--- config.mk ---
export PLATFORM = sky130hd
export DESIGN_NAME = mem_bus_unit
export DESIGN_NICKNAME = d
export VERILOG_FILES = /design/src/rtl/mem_bus_unit_pkg.sv /design/src/rtl/mem_bus_unit_timeout_cnt.sv /design/src/rtl/mem_bus_unit.sv
export SDC_FILE = /design/constraint.sdc
export NUM_CORES = 1
export LEC_CHECK = 0
export BUFFER_PORTS_ARGS = -buffer_cell sky130_fd_sc_hd__buf_4
export CORE_MARGIN = 4
export CORE_UTILIZATION = 55
export DETAILED_ROUTE_END_ITERATION = 6
export HOLD_SLACK_MARGIN = 0.15
export MAX_ROUTING_LAYER = met4
export PLACE_DENSITY_LB_ADDON = 0.05
export SETUP_SLACK_MARGIN = 0.02
export SLEW_MARGIN = 30
export SYNTH_ARGS = -nofsm -noshare
export SYNTH_HDL_FRONTEND = slang
export SYNTH_HIERARCHICAL = 1
export SYNTH_SLANG_ARGS = --single-unit
--- constraint.sdc ---
create_clock -name clk -period 3.9 [get_ports clk]
set_input_delay 0.39 -clock clk [delete_from_list [all_inputs] [get_ports clk]]
set_output_delay 0.39 -clock clk [all_outputs]
set_load 0.02 [all_outputs]
--- src/rtl/mem_bus_unit_pkg.sv ---
// Shared types and constants for the memory bus responder.
package mem_bus_unit_pkg;

    localparam int ADDR_W_DEF = 32;
    localparam int DATA_W_DEF = 32;

    localparam logic MDR_SRC_BUS = 1'b0;
    localparam logic MDR_SRC_MEM = 1'b1;

    typedef enum logic [1:0] {
        IDLE,
        REQ,
        DONE
    } state_t;

endpackage

--- src/rtl/mem_bus_unit_timeout_cnt.sv ---
// Request wait counter; tc is high on the last cycle allowed before abort.
module mem_timeout_cnt #(
    parameter int TIMEOUT = 15
) (
    input  logic clk,
    input  logic rst_n,
    input  logic clr,
    input  logic inc,
    output logic tc
);

    localparam int CW = $clog2(TIMEOUT + 1);

    logic [CW-1:0] cnt;

    always_ff @(posedge clk or negedge rst_n) begin
        if (!rst_n) begin
            cnt <= '0;
        end else if (clr) begin
            cnt <= '0;
        end else if (inc) begin
            cnt <= cnt + 1'b1;
        end
    end

    // Count holds edges already waited, so abort fires on edge TIMEOUT.
    assign tc = (cnt == CW'(TIMEOUT - 1));

endmodule

--- src/rtl/mem_bus_unit.sv ---
// MAR/MDR holder that turns controller strobes into req/ack memory transactions.
module mem_bus_unit
    import mem_bus_unit_pkg::*;
#(
    parameter int ADDR_W  = ADDR_W_DEF,
    parameter int DATA_W  = DATA_W_DEF,
    parameter int TIMEOUT = 15
) (
    input  logic              clk,
    input  logic              rst_n,
    input  logic [DATA_W-1:0] bus_in,
    input  logic              MARWr,
    input  logic              MDRWr,
    input  logic              MDRSrc,
    input  logic              MemRd,
    input  logic              MemWr,
    input  logic              MDROe,
    input  logic              MemOe,
    output logic [DATA_W-1:0] bus_out,
    output logic              bus_out_en,
    output logic              busy,
    output logic              done,
    output logic              err,
    output logic              mem_req,
    output logic              mem_we,
    output logic [ADDR_W-1:0] mem_addr,
    output logic [DATA_W-1:0] mem_wdata,
    input  logic              mem_ack,
    input  logic [DATA_W-1:0] mem_rdata
);

    state_t state, state_nxt;

    logic [ADDR_W-1:0] mar;
    logic [DATA_W-1:0] mdr;
    logic [DATA_W-1:0] rdb;
    logic [ADDR_W-1:0] addr_q;
    logic [DATA_W-1:0] wdata_q;
    logic              we_q;
    logic              ld_mdr;

    logic is_idle, is_req, is_done;
    logic cmd_any, misalign, issue;
    logic ack_ok, abort, tc, err_set;

    assign is_idle  = (state == IDLE);
    assign is_req   = (state == REQ);
    assign is_done  = (state == DONE);
    assign cmd_any  = MemRd | MemWr;
    assign misalign = |mar[1:0];
    assign issue    = is_idle & (MemRd ^ MemWr) & !misalign;
    assign ack_ok   = is_req & mem_ack;
    assign abort    = is_req & !mem_ack & tc;

    // Any rejected command, REQ-time register write, timeout or bus clash.
    assign err_set = (is_idle & cmd_any & !issue)
                   | (!is_idle & cmd_any)
                   | (is_req & MARWr)
                   | (is_req & MDRWr & (MDRSrc == MDR_SRC_BUS))
                   | abort
                   | (MDROe & MemOe);

    mem_timeout_cnt #(
        .TIMEOUT(TIMEOUT)
    ) u_tmo (
        .clk  (clk),
        .rst_n(rst_n),
        .clr  (issue),
        .inc  (is_req),
        .tc   (tc)
    );

    always_comb begin
        state_nxt = state;
        unique case (state)
            IDLE:    if (issue) state_nxt = REQ;
            REQ:     if (mem_ack || tc) state_nxt = DONE;
            DONE:    state_nxt = IDLE;
            default: state_nxt = IDLE;
        endcase
    end

    always_ff @(posedge clk or negedge rst_n) begin
        if (!rst_n) begin
            state <= IDLE;
        end else begin
            state <= state_nxt;
        end
    end

    always_ff @(posedge clk or negedge rst_n) begin
        if (!rst_n) begin
            mar     <= '0;
            mdr     <= '0;
            rdb     <= '0;
            addr_q  <= '0;
            wdata_q <= '0;
            we_q    <= 1'b0;
            ld_mdr  <= 1'b0;
            err     <= 1'b0;
        end else begin
            if (MARWr && !is_req) begin
                mar <= bus_in;
            end
            if (ack_ok && !we_q) begin
                rdb <= mem_rdata;
            end
            if (ack_ok && !we_q && ld_mdr) begin
                mdr <= mem_rdata;
            end else if (MDRWr && MDRSrc == MDR_SRC_BUS && !is_req) begin
                mdr <= bus_in;
            end
            if (issue) begin
                we_q    <= MemWr;
                addr_q  <= mar;
                wdata_q <= mdr;
                ld_mdr  <= MemRd & (MDRSrc == MDR_SRC_MEM) & MDRWr;
            end
            if (err_set) begin
                err <= 1'b1;
            end
        end
    end

    assign busy      = is_req;
    assign done      = is_done;
    assign mem_req   = is_req;
    assign mem_we    = is_req & we_q;
    assign mem_addr  = addr_q;
    assign mem_wdata = wdata_q;

    // MDR has priority when both output enables collide.
    always_comb begin
        bus_out    = '0;
        bus_out_en = MDROe | MemOe;
        if (MDROe) begin
            bus_out = mdr;
        end else if (MemOe) begin
            bus_out = rdb;
        end
    end

endmodule
==> summary.md <==
| Metric | Value |
|---|---|
| Status | `finished clean` |
| Sequential share of the synthesized area | `between 50% and 60%` |
| Post-synth top area share | `between 50% and 60%` |
| Via count | `5243` |
| Antenna cells | `0` |
| Hold path depth | `3` |
| Crit. Startpoint | `state[1]` |
| Final min period | `approximately 2.5 ns` |
| PortBufs | `about 180` |
| GP Congestion | `a little over 0.8` |
| Hold Fails Final Rpt | `0` |
| Met2 wire length | `between 8000 and 9000 µm` |
| Uppermost layer routed | `met4` |
| Full die area | `approximately 15000 µm²` |
| Antenna-violating nets left | `0` |
| Starting density of the core | `a little under three fifths` |
| Rel. slew slack | `around two fifths` |
| RR Endpoint | `mem_addr[26]` |
| GR Util All Layers | `roughly a quarter` |
| Post-CTS setup buffer count | `0` |
| Crit Path Category | `flip-flop to output port` |
| Die H | `approximately 120 µm` |
| Fraction of registers with async set/reset | `100%` |
| Area growth, synth to finish | `27.8%` |
| Number of synthesized flops with an enable pin | `0` |
| Crit share post-route | `between 60% and 70%` |
| Post-detail-place hpwl | `between 10000 and 15000 µm` |
| Syn Area/Cell | `around 12 µm²` |
| Synth Register Bits | `169` |
| Met3 WL post-DR | `1240 µm` |
| Leak | `roughly 4.4 nW` |
| Number of synthesis warnings | `6` |
| Achievable frequency | `approximately 0.40 GHz` |
| Crit-path max FO | `23` |
| Clock sink count | `approximately 170` |
| Routed WL | `roughly 18000 µm` |
| Number of cells on the worst reg-to-reg path | `4` |
| R2R setup slack | `1.69 ns` |
| Worst-skew pair later-pin latency | `roughly 0.4 ns` |
| DR WL/cell | `19.5 µm` |
| Syn Std Cell Area | `~7100 µm²` |
| Number of buffers created by CTS | `17` |
| Unrepaired setup endpoints after global routing | `false` |
| Pins Over Slew Limit | `0` |
| Top cells by area, synth | `dfrtp_1 60%, mux2_2 14%, nand2_1 5.3%` |
| Largest net degree at the start of global routing | `between 100 and 150` |
| Reg clk slew, reported paths | `roughly 0.06 ns` |
| Setup violations, final | `0` |
| First-pass iteration count of the detailed router | `4` |
| Core ar. | `12600 µm²` |
| Setup crit end kind | `output port` |
| Worst Tran Pin Value | `0.875 ns` |
| Syn_nets | `around 650` |
| Unique masters post-synth | `37` |
| Commonest non-fill, non-tap cell in the layout | `buf_4` |
| Yosys top cell by area | `dfrtp_1` |
| First-pass GRT wire length | `28900 µm` |
| Post-Synthesis Cells | `572` |
| H-Tree Depth | `4` |
| Worst setup endpoint | `mem_we` |
| CTS tree | `done` |
| Final WS setup | `approximately 1.4 ns` |
| Commonest non-fill, non-tap cells in the layout | `181 x buf_4, 169 x dfrtp_1, 99 x nand2_1, 91 x mux2_2, 31 x a22o_1` |
| Worst VDD drop | `between 0.4 and 0.5 mV` |
| Grt ovf | `0` |
| I/O Pins | `around 180` |
| Root buf cell | `clkbuf_16` |
| Layout cells sized above 1 | `43.0%` |
| Num rows | `approximately 40` |
| Die X | `about 120 µm` |
| CTS Buffer Depth | `2` |
| Reg-to-Reg Start | `state[0]` |
| Setup TNS | `0 ns` |
| Worst slack, placed | `roughly 1.4 ns` |
| Vias in the first global route | `about 5400` |
| DRC | `0` |
| Dominant synthesized flop cell | `dfrtp_1` |
| PwrDens | `793 nW/µm²` |
| Max-Cap Viols | `0` |
| Worst EP required | `about 3.5 ns` |
| Clk_skew | `slightly above 0.007 ns` |
| Hold Path Class | `input pin to flip-flop` |
| Fin nets | `809` |
| Iter 0 DRT Violations | `approximately 430` |
| Vias per Instance | `5.72` |
| Worst setup SP type | `flip-flop` |
| M1 WL | `roughly 7600 µm` |
| Initial antenna violation count | `0` |
| WP data arrival | `~2.1 ns` |
cell families (layout without fill, tap and decap cells):
family	count (synthesis)	in the layout	share of synthesized area, %
compound gates	83	83	9.30
simple gates	171	171	11.1
flops	169	169	59.5
buf+inv	48	221	3.77
fa+ha+maj	3	3	0.529
xor+xnor	1	1	0.123
mux	97	97	15.6
worst min path at each step:
stage	to	from	slack [ns]
2_1_floorplan	err	rst_n	0.09
3_3_place_gp	rdb[5]	rdb[5]	0.46
3_5_place_dp	rdb[5]	rdb[5]	0.46
4_1_cts	rdb[5]	mem_rdata[5]	0.16
5_1_grt	rdb[31]	mem_rdata[31]	0.17
6_report	rdb[0]	mem_rdata[0]	0.17
synth_stat cells, types with 2 or more instances:
library cell	number
a31oi_1	12
nor3_1	13
buf_6	2
a221o_1	20
nor2b_1	7
nand3_1	13
nand2b_1	3
dfrtp_1	169
buf_4	11
ha_1	3
a22o_1	31
o21ai_0	13
mux2_2	91
buf_2	12
a21oi_1	3
inv_1	4
and2_1	2
mux2_4	5
clkbuf_1	17
nor2_1	5
and3_1	21
nand2_1	100
sequential cells by signal, summed over array words and instances (netlist names):
signal,cells
err,1
mar,32
u_tmo/cnt,4
mem_addr,32
mem_wdata,32
state,2
rdb,32
we_q,1
ld_mdr,1
mdr,32
power by group:
part / leakage [nW] / switching, mW / internal (mW)
Sequential: 2.06 / 0.488 / 2.48
Combinational: 2.08 / 1.34 / 1.29
Clock: 0.292 / 0.646 / 0.955
layer usage:
layer / track usage, % / vias up
li1: - / 2347
met5: - / -
met2: 40.8 / 222
met4: 7.42 / 0
met3: 5.52 / 21
met1: 34.8 / 2653
area by class of cell:
cell class	count	area [µm²]
Inverter	5	18.8
Multi-Input combinational cell	355	2640
Clock buffer	23	498
Fill cell	976	3540
Tap cell	172	215
Timing Repair Buffer	184	1400
Clock inverter	9	70.1
Sequential cell	169	4230
worst max-delay path, stage by stage (launching register included):
cell	delay, ns
dfrtp_1	0.40
nand2b_1	0.38
buf_4	0.29
inv_2	0.30
and2_1	0.18
buf_4	0.14
metrics by stage:
stage	util (%)	std cells	hold slack, ns	total power, mW	area (µm²)
global route	71.9	917	0.168	7.59	9070
finish	71.9	917	0.175	7.20	9070
global placement	67.0	882	0.458	5.52	8460
CTS	71.8	917	0.158	7.26	9060
floorplan	-	572	0.0944	4.51	7100
detailed placement	67.3	884	0.463	5.64	8490
what timing repair did:
item,4_1_cts,5_1_grt
endpoints found under the hold margin,117,0
hold buffers,1,0
resized for setup,0,0
Power figures use the tool's default switching activity.
